File: config.mk
export PLATFORM = sky130hd
export DESIGN_NAME = fpu_dp_scheduler
export DESIGN_NICKNAME = d
export VERILOG_FILES = /design/src/rtl/fpu_dp_pkg.sv /design/src/rtl/fpu_dp_rr_arbiter.sv /design/src/rtl/fpu_dp_scheduler.sv
export SDC_FILE = /design/constraint.sdc
export NUM_CORES = 1
export LEC_CHECK = 0
export ABC_AREA = 1
export ABC_CLOCK_PERIOD_IN_PS = 2300
export CAP_MARGIN = 20
export CORE_AREA = 2 2 207 209
export CTS_CLUSTER_DIAMETER = 100
export DETAILED_ROUTE_END_ITERATION = 12
export DIE_AREA = 0 0 209 211
export PLACE_DENSITY = 0.5
export SYNTH_ARGS = -nofsm -noshare
export SYNTH_HDL_FRONTEND = slang
export SYNTH_SLANG_ARGS = --single-unit
File: constraint.sdc
create_clock -name clk -period 2.3 [get_ports clk]
set_input_delay 0.575 -clock clk [delete_from_list [all_inputs] [get_ports clk]]
set_output_delay 0.575 -clock clk [all_outputs]
set_load 0.005 [all_outputs]
File: src/rtl/fpu_dp_pkg.sv
// Shared opcodes, scheduler FSM encoding and IEEE-754 double constants
// used by the fpu_dp scheduler and the FPU benches.
package fpu_dp_pkg;

  localparam logic [1:0] OP_ADD = 2'b00;
  localparam logic [1:0] OP_SUB = 2'b01;
  localparam logic [1:0] OP_MUL = 2'b10;
  localparam logic [1:0] OP_DIV = 2'b11;

  typedef enum logic [1:0] {
    IDLE = 2'd0,
    WAIT = 2'd1,
    RESP = 2'd2
  } sched_state_t;

  localparam logic [63:0] DP_POS_INF  = 64'h7FF0000000000000;
  localparam logic [63:0] DP_POS_ZERO = 64'h0000000000000000;

endpackage

File: src/rtl/fpu_dp_rr_arbiter.sv
// Combinational round-robin grant: the first requester after ptr (with wrap)
// wins; enable=0 forces an all-zero grant. Pointer state lives in the caller.
module fpu_dp_rr_arbiter #(
  parameter int NUM_REQ = 2,
  parameter int PTR_W   = 1
) (
  input  logic [NUM_REQ-1:0] req,
  input  logic [PTR_W-1:0]   ptr,
  input  logic               enable,
  output logic [NUM_REQ-1:0] grant
);

  logic [PTR_W-1:0] idx;
  logic             found;

  always_comb begin
    grant = '0;
    idx   = '0;
    found = 1'b0;
    for (int k = 1; k <= NUM_REQ; k++) begin
      idx = PTR_W'((int'(ptr) + k) % NUM_REQ);
      if (enable && !found && req[idx]) begin
        grant[idx] = 1'b1;
        found      = 1'b1;
      end
    end
  end

endmodule

File: src/rtl/fpu_dp_scheduler.sv
// Round-robin sharing of one fpu_dp across NUM_REQ requesters; one op in flight, response
// FPU_LATENCY+1 cycles after accept, held until rsp_ready. FPU_DP_SCHED_STICKY_FLAGS_EN adds sticky flags.
module fpu_dp_scheduler #(
  parameter int  WIDTH       = 64,
  parameter int  NUM_REQ     = 2,
  parameter int  FPU_LATENCY = 2,
  localparam int ID_W        = (NUM_REQ > 2) ? $clog2(NUM_REQ) : 1
) (
  input  logic                     clk,
  input  logic                     rst_n,
  input  logic [NUM_REQ-1:0]       req_valid,
  output logic [NUM_REQ-1:0]       req_ready,
  input  logic [NUM_REQ*WIDTH-1:0] req_a,
  input  logic [NUM_REQ*WIDTH-1:0] req_b,
  input  logic [2*NUM_REQ-1:0]     req_op,
  output logic [WIDTH-1:0]         fpu_a,
  output logic [WIDTH-1:0]         fpu_b,
  output logic [1:0]               fpu_opcode,
  input  logic [WIDTH-1:0]         fpu_result,
  input  logic                     fpu_overflow,
  input  logic                     fpu_underflow,
  output logic                     rsp_valid,
  input  logic                     rsp_ready,
  output logic [WIDTH-1:0]         rsp_result,
  output logic                     rsp_overflow,
  output logic                     rsp_underflow,
  output logic [ID_W-1:0]          rsp_id
`ifdef FPU_DP_SCHED_STICKY_FLAGS_EN
  ,
  input  logic                     sts_clear,
  output logic                     sts_overflow,
  output logic                     sts_underflow
`endif
);

  import fpu_dp_pkg::*;

  localparam int CNT_W = $clog2(FPU_LATENCY + 1);

  sched_state_t       state_q, state_d;
  logic [ID_W-1:0]    ptr_q;
  logic [ID_W-1:0]    win_idx;
  logic [CNT_W-1:0]   cnt_q;
  logic [NUM_REQ-1:0] grant;
  logic               accept;
  logic               capture;

  logic [WIDTH-1:0]   a_sel  [NUM_REQ];
  logic [WIDTH-1:0]   b_sel  [NUM_REQ];
  logic [1:0]         op_sel [NUM_REQ];

  for (genvar g = 0; g < NUM_REQ; g++) begin : g_unpack
    assign a_sel[g]  = req_a[g*WIDTH +: WIDTH];
    assign b_sel[g]  = req_b[g*WIDTH +: WIDTH];
    assign op_sel[g] = req_op[2*g +: 2];
  end

  fpu_dp_rr_arbiter #(
    .NUM_REQ (NUM_REQ),
    .PTR_W   (ID_W)
  ) u_arb (
    .req    (req_valid),
    .ptr    (ptr_q),
    .enable (state_q == IDLE),
    .grant  (grant)
  );

  assign req_ready = grant;
  assign accept    = |(req_valid & grant);
  // The FPU result is valid once the countdown has consumed FPU_LATENCY edges.
  assign capture   = (state_q == WAIT) && (cnt_q == '0);

  always_comb begin
    win_idx = '0;
    for (int i = 0; i < NUM_REQ; i++) begin
      if (grant[i]) win_idx = ID_W'(i);
    end
  end

  always_comb begin
    state_d = state_q;
    unique case (state_q)
      IDLE:    if (accept)    state_d = WAIT;
      WAIT:    if (capture)   state_d = RESP;
      RESP:    if (rsp_ready) state_d = IDLE;
      default:                state_d = IDLE;
    endcase
  end

  always_ff @(posedge clk or negedge rst_n) begin
    if (!rst_n) begin
      state_q       <= IDLE;
      ptr_q         <= ID_W'(NUM_REQ - 1);
      cnt_q         <= '0;
      fpu_a         <= '0;
      fpu_b         <= '0;
      fpu_opcode    <= '0;
      rsp_valid     <= 1'b0;
      rsp_result    <= '0;
      rsp_overflow  <= 1'b0;
      rsp_underflow <= 1'b0;
      rsp_id        <= '0;
    end else begin
      state_q <= state_d;
      if (state_q == IDLE && accept) begin
        fpu_a      <= a_sel[win_idx];
        fpu_b      <= b_sel[win_idx];
        fpu_opcode <= op_sel[win_idx];
        ptr_q      <= win_idx;
        rsp_id     <= win_idx;
        cnt_q      <= CNT_W'(FPU_LATENCY);
      end
      if (state_q == WAIT && !capture) begin
        cnt_q <= cnt_q - CNT_W'(1);
      end
      if (capture) begin
        rsp_result    <= fpu_result;
        rsp_overflow  <= fpu_overflow;
        rsp_underflow <= fpu_underflow;
        rsp_valid     <= 1'b1;
      end
      if (state_q == RESP && rsp_ready) begin
        rsp_valid <= 1'b0;
      end
    end
  end

`ifdef FPU_DP_SCHED_STICKY_FLAGS_EN
  // A flag captured on the same edge as sts_clear survives the clear.
  always_ff @(posedge clk or negedge rst_n) begin
    if (!rst_n) begin
      sts_overflow  <= 1'b0;
      sts_underflow <= 1'b0;
    end else begin
      if (capture && fpu_overflow)       sts_overflow  <= 1'b1;
      else if (sts_clear)                sts_overflow  <= 1'b0;
      if (capture && fpu_underflow)      sts_underflow <= 1'b1;
      else if (sts_clear)                sts_underflow <= 1'b0;
    end
  end
`endif

endmodule

==> Word-level counts from Yosys, hierarchy flattened <==
Cells that the tools add are included.
{ "word_totals": {"register_bits": 203, "in_bits": 331, "out_inout_bits": 200, "wordCells": 73} }
{ "op_classes": {"addsub": 3, "magnitude_cmp": 5, "eq_ne": 5, "n_mux": 29, "n_bitwise": 3, "reduce_logical": 17} }
{ "ops": {"columns": ["cell", "n"], "rows": [
  ["two-way mux 64 bit", 6],
  ["two-way mux 2 bit", 10],
  ["two-way mux 1 bit", 10],
  ["logical AND 1 bit", 9],
  ["inequality test 2 bit (second input constant)", 3],
  ["case mux 2 bit (3 select lines)", 1],
  ["zero test 2 bit", 2],
  ["< comparator 1 x 2 -> 1 bit (second input constant)", 2],
  ["nonzero test 2 bit", 2],
  ["AND reduction 3 bit", 1],
  ["adder 1 bit (second input constant)", 2],
  ["AND 2 bit", 1],
  ["demux 1 bit (select 1 bit)", 2],
  ["equality test 2 x 1 -> 1 bit (second input constant)", 1],
  ["equality test 2 bit (second input constant)", 1],
  [">= comparator 1 bit (second input constant)", 2],
  [">= comparator 2 bit (second input constant)", 1],
  ["zero test 1 bit", 2],
  ["NOT 1 -> 2 bit", 1],
  ["OR 2 bit", 1],
  ["OR reduction 2 bit", 1],
  ["subtractor 2 x 1 -> 2 bit (second input constant)", 1]
]} }

==> Longest topological paths before layout <==
{ "depth": {"word_depth": 14, "ltp_mapped": 8, "ltp_nobuf": 8} }

==> Modules after synthesis <==
From an unflattened synthesis, not the netlist that was laid out.
{ "unflattened": {"hier_cells": 1168, "hier_area_um2": 9780.6} }
{ "modules_own_cells": {"columns": ["mod", "instances", "cells_per_inst", "area_per_inst_um2", "seq_area_each_um2"], "rows": [
  ["fpu_dp_scheduler", 1, 1163, 9759.4, 5081.1],
  ["fpu_dp_rr_arbiter", 1, 5, 21.3, 0.0]
]} }

==> Worst setup path before layout <==
Ideal clock, no wire load.
{ "synth_path": {"path_type": "input to output", "from": "input req_valid[1]", "to": "output req_ready[1]", "t_arrival_ns": 1.359, "slack_ns": 0.366, "stages": 6, "cell_sequence": "buf_2 > nand3_1 > buf_2 > buf_2 > inv_1 > buf_4"} }
{ "synth_via": {"elab_chain_cells": 8, "word_cells_on_any_way": 12, "cone_classes": "7 x mux; 1 x bitwise; 4 x reduce/logical"} }
{ "synth_rtl": {"columns": ["element", "line", "text"], "rows": [
  ["start, declared", "fpu_dp_scheduler.sv:11", "input logic [NUM_REQ-1:0] req_valid,"],
  ["two-way mux 1 bit (implied by the code) (2 in a row)", "fpu_dp_rr_arbiter.sv:22", "if (enable && !found && req[idx]) begin"],
  ["logical AND 1 bit", "fpu_dp_rr_arbiter.sv:22", null],
  ["two-way mux 1 bit", "fpu_dp_rr_arbiter.sv:22", null],
  ["zero test 1 bit", "fpu_dp_rr_arbiter.sv:22", null],
  ["logical AND 1 bit (2 in a row)", "fpu_dp_rr_arbiter.sv:22", null],
  ["two-way mux 2 bit *", "fpu_dp_rr_arbiter.sv:22", null],
  ["end, declared", "fpu_dp_scheduler.sv:12", "output logic [NUM_REQ-1:0] req_ready,"]
]} }
Every way passes the cells marked *; elsewhere a longest branch is shown, timed or not. The select of a mux whose other input is x is not followed.

==> Worst setup path after layout <==
{ "layout_path": {"from": "register state_q[0]", "to": "output req_ready[0]"} }
{ "layout_via": {"elab_chain_cells": 7, "word_cells_on_any_way": 9, "cone_classes": "3 x mux; 1 x bitwise; 5 x reduce/logical"} }
{ "layout_rtl": {"columns": ["element", "line", "text"], "rows": [
  ["start, declared", "fpu_dp_scheduler.sv:40", "sched_state_t state_q, state_d;"],
  ["start signal, assigned", "fpu_dp_scheduler.sv:104", "state_q <= state_d;"],
  ["zero test 2 bit *", "fpu_dp_scheduler.sv:64", ".enable (state_q == IDLE),"],
  ["logical AND 1 bit", "fpu_dp_rr_arbiter.sv:22", null],
  ["two-way mux 1 bit", "fpu_dp_rr_arbiter.sv:22", null],
  ["zero test 1 bit", "fpu_dp_rr_arbiter.sv:22", null],
  ["logical AND 1 bit (2 in a row)", "fpu_dp_rr_arbiter.sv:22", null],
  ["two-way mux 2 bit *", "fpu_dp_rr_arbiter.sv:22", null]
]} }
Every way passes the cells marked *; elsewhere a longest branch is shown, timed or not.

==> key figures <==
Run status
  • Status: complete, no violations

Route
  • Drt total wl: 44500 um
  • Antenna Nets Post-Route: 0
  • DR iter-0 viols: 682
  • DRC viols: 0
  • DRT Pass-1 Iters: 5
  • Routed vias: 11.1k
  • Routed vias/inst: 4.64
  • Routed WL per cell: 18.7 um

STA
  • Skew final: 7.75 ps
  • Hold_ws: 468 ps
  • Setup violators final: 0
  • RSZ-0062 raised after global routing: false
  • Final Max Slew Viols: 0
  • Fmax: 0.449 GHz
  • Final Cycle Share: 96.8%
  • Worst-Margin Slew: 670 ps
  • Hold Vio Cnt, Final: 0
  • Setup TNS: 0 ps
  • Fin crit period: 2230 ps
  • Slew Limit Headroom: 55.3%

Min path
  • HP Start: rsp_result[6]
  • Hold Crit Depth: 2
  • HP Class: reg2reg

Layout
  • Final-stage net count: 2152
  • Layout cell share with drive strength beyond 1: 5.60%
  • Layout fillers: 4295
  • Commonest non-fill, non-tap cells in the layout: nand2_1, clkdlybuf4s50_1, dfrtp_1, nand3_1, nand4_1
  • Leading cell type in the layout, fill and taps excluded: nand2_1
  • Final instance area: 0.0170 sq mm
  • Final Util: 40.6%
  • Area delta synth->final: 69.3%
  • Finished Layout Cells: 2380

Floorplan
  • DIE WIDTH: 209 um
  • Initial Utilization: 24.0%
  • Core Footprint: 0.0418 sq mm
  • Die H: 211 um
  • I/O pin cnt: 531
  • Row Count: 75
  • DIE AREA: 0.0441 sq mm

Clocking
  • Clock Latency Late Sink: 540 ps
  • Clock Path Buffers: 3
  • Clock sinks: 203
  • Clock-pin transition on the worst setup and hold timing paths: 60 ps
  • Root Buffer: clkbuf_16
  • Max H-tree Level: 1
  • CTS tree: done
  • Total CTS buffers: 26

Critical path
  • Startpoint types: flop
  • Crit path DAT: 1650 ps
  • Crit path max fanout: 2
  • CP Capture Type: primary output
  • R2R cell count: 9
  • RR Startpoint: state_q[0]
  • Critical path startpoint: state_q[0]
  • Worst Path Required: 1730 ps
  • WS Path Type: reg2out

Power and ir drop
  • Pwr per Cell Area: 1250 mW/mm^2
  • Leakage: 8.17 nW
  • Peak supply drop: 0.598 mV

Synth
  • FF+latch count, synth: 203
  • Ys Warns: 0
  • Syn_nets: 1670
  • Sequential-to-total area share from yosys stat: 50.7%
  • Syn Area/Cell: 7.49 sq um
  • Syn Std Cell Area: 0.0100 sq mm
  • Netlist cell types: 15
  • Cells after Synth: 1338

Global routing
  • First-pass GRT wire length: 67500 um
  • Grt ovf: 0
  • Initial antenna violation count: 5
  • Largest net degree at the start of global routing: 132
  • Tot GR Track Use: 19.6%
  • Vias in the first global route: 11.0k

Place
  • Placed cell areas: 0.0160 sq mm
  • Inst Count DP: 2325
  • Hpwl dp: 31000 um
  • Final GP Congestion: 0.837
  • IO buf count: 530

Run
  • Maxcap violations: 0
[where the power goes]
group	total (mW)	switching (mW)	internal, mW
Sequential	6.25	0.916	5.33
Clock	4.12	1.61	2.50
Combinational	10.9	5.57	5.30
[path summary, 6_finish.rpt]
check                                 to  slack [ps]
hold / removal             rsp_result[6]         470
setup / recovery            req_ready[0]          70
min in group asynchronous      fpu_a[17]         550
setup reg to reg               fpu_a[29]         280
hold reg to reg            rsp_result[6]         470
max in group asynchronous      fpu_a[35]        1050
[logic make-up (layout without fill, tap and decap cells)]
group | count (synthesis) | count (layout) | share of synthesized area (%)
other | 0 | 3 | 0
buffers and inverters | 131 | 631 | 5.61
AOI/OAI and AO/OA | 3 | 3 | 0.150
adders and majority gates | 1 | 1 | 0.125
DFF | 203 | 203 | 50.7
and+or+nand+nor | 1000 | 1000 | 43.4
[Yosys cell counts, drive strengths merged]
cell type / number / share of area (%)
o21ai: 3 / 0.15
nand3: 199 / 10
dfstp: 1 / 0.26
buf: 63 / 3.1
dfrtp: 202 / 50
ha: 1 / 0.12
nor2: 2 / 0.15
clkbuf: 59 / 2.2
inv: 9 / 0.34
nand2: 667 / 25
nand4: 132 / 8.2
[stage by stage]
step                      total power [mW]  setup slack, ps
after floorplan                       10.9              366
after global placement                17.1             -129
after detailed placement              17.2             -135
after CTS                             21.6             3.81
after global routing                  22.9             1.86
final                                 21.2             74.7
[metal layers]
| layer | global-route usage (%) | vias to the layer above | routed length [um] |
|---|---|---|---|
| li1 | - | 5380 | - |
| met1 | 24.6 | 5239 | 18300 |
| met2 | 33.2 | 355 | 22100 |
| met3 | 4.01 | 73 | 2630 |
| met4 | 7.61 | 4 | 1460 |
| met5 | 0 | - | 20 |
[flip-flops by register name, summed over array words and instances, names as in the netlist]
name / flops
fpu_a: 64
fpu_b: 64
rsp_result: 64
cnt_q: 2
fpu_opcode: 2
state_q: 2
ptr_q: 1
rsp_id: 1
rsp_overflow: 1
rsp_underflow: 1
rsp_valid: 1
[final cells by class]
cell class                      count  area (sq um)  share of cell area (%)
Antenna cell                        3          7.51                  0.0443
Clock buffer                       34           752                    4.44
Clock inverter                     12           110                   0.649
Inverter                            9          33.8                   0.199
Multi-Input combinational cell   1004          4420                    26.1
Sequential cell                   203          5080                    30.0
Tap cell                          539           674                    3.98
Timing Repair Buffer              576          5870                    34.6
[critical path, cell delays in order, from the launching register on]
cell             delay (ps)
dfrtp_1                 400
nor2_4                  130
buf_12                  130
buf_8                   120
nand3_4                  70
inv_2                    60
clkdlybuf4s15_2         200
[repair_timing]
item | CTS | global route
hold buffers | 1 | 0
pin swaps | 1 | 1
gates cloned | 0 | 0
resized for setup | 7 | 1
setup buffers | 4 | 1
setup endpoints to repair | 2 | 1
hold endpoints to repair | 26 | 0
(Power assumes the default switching activity.)
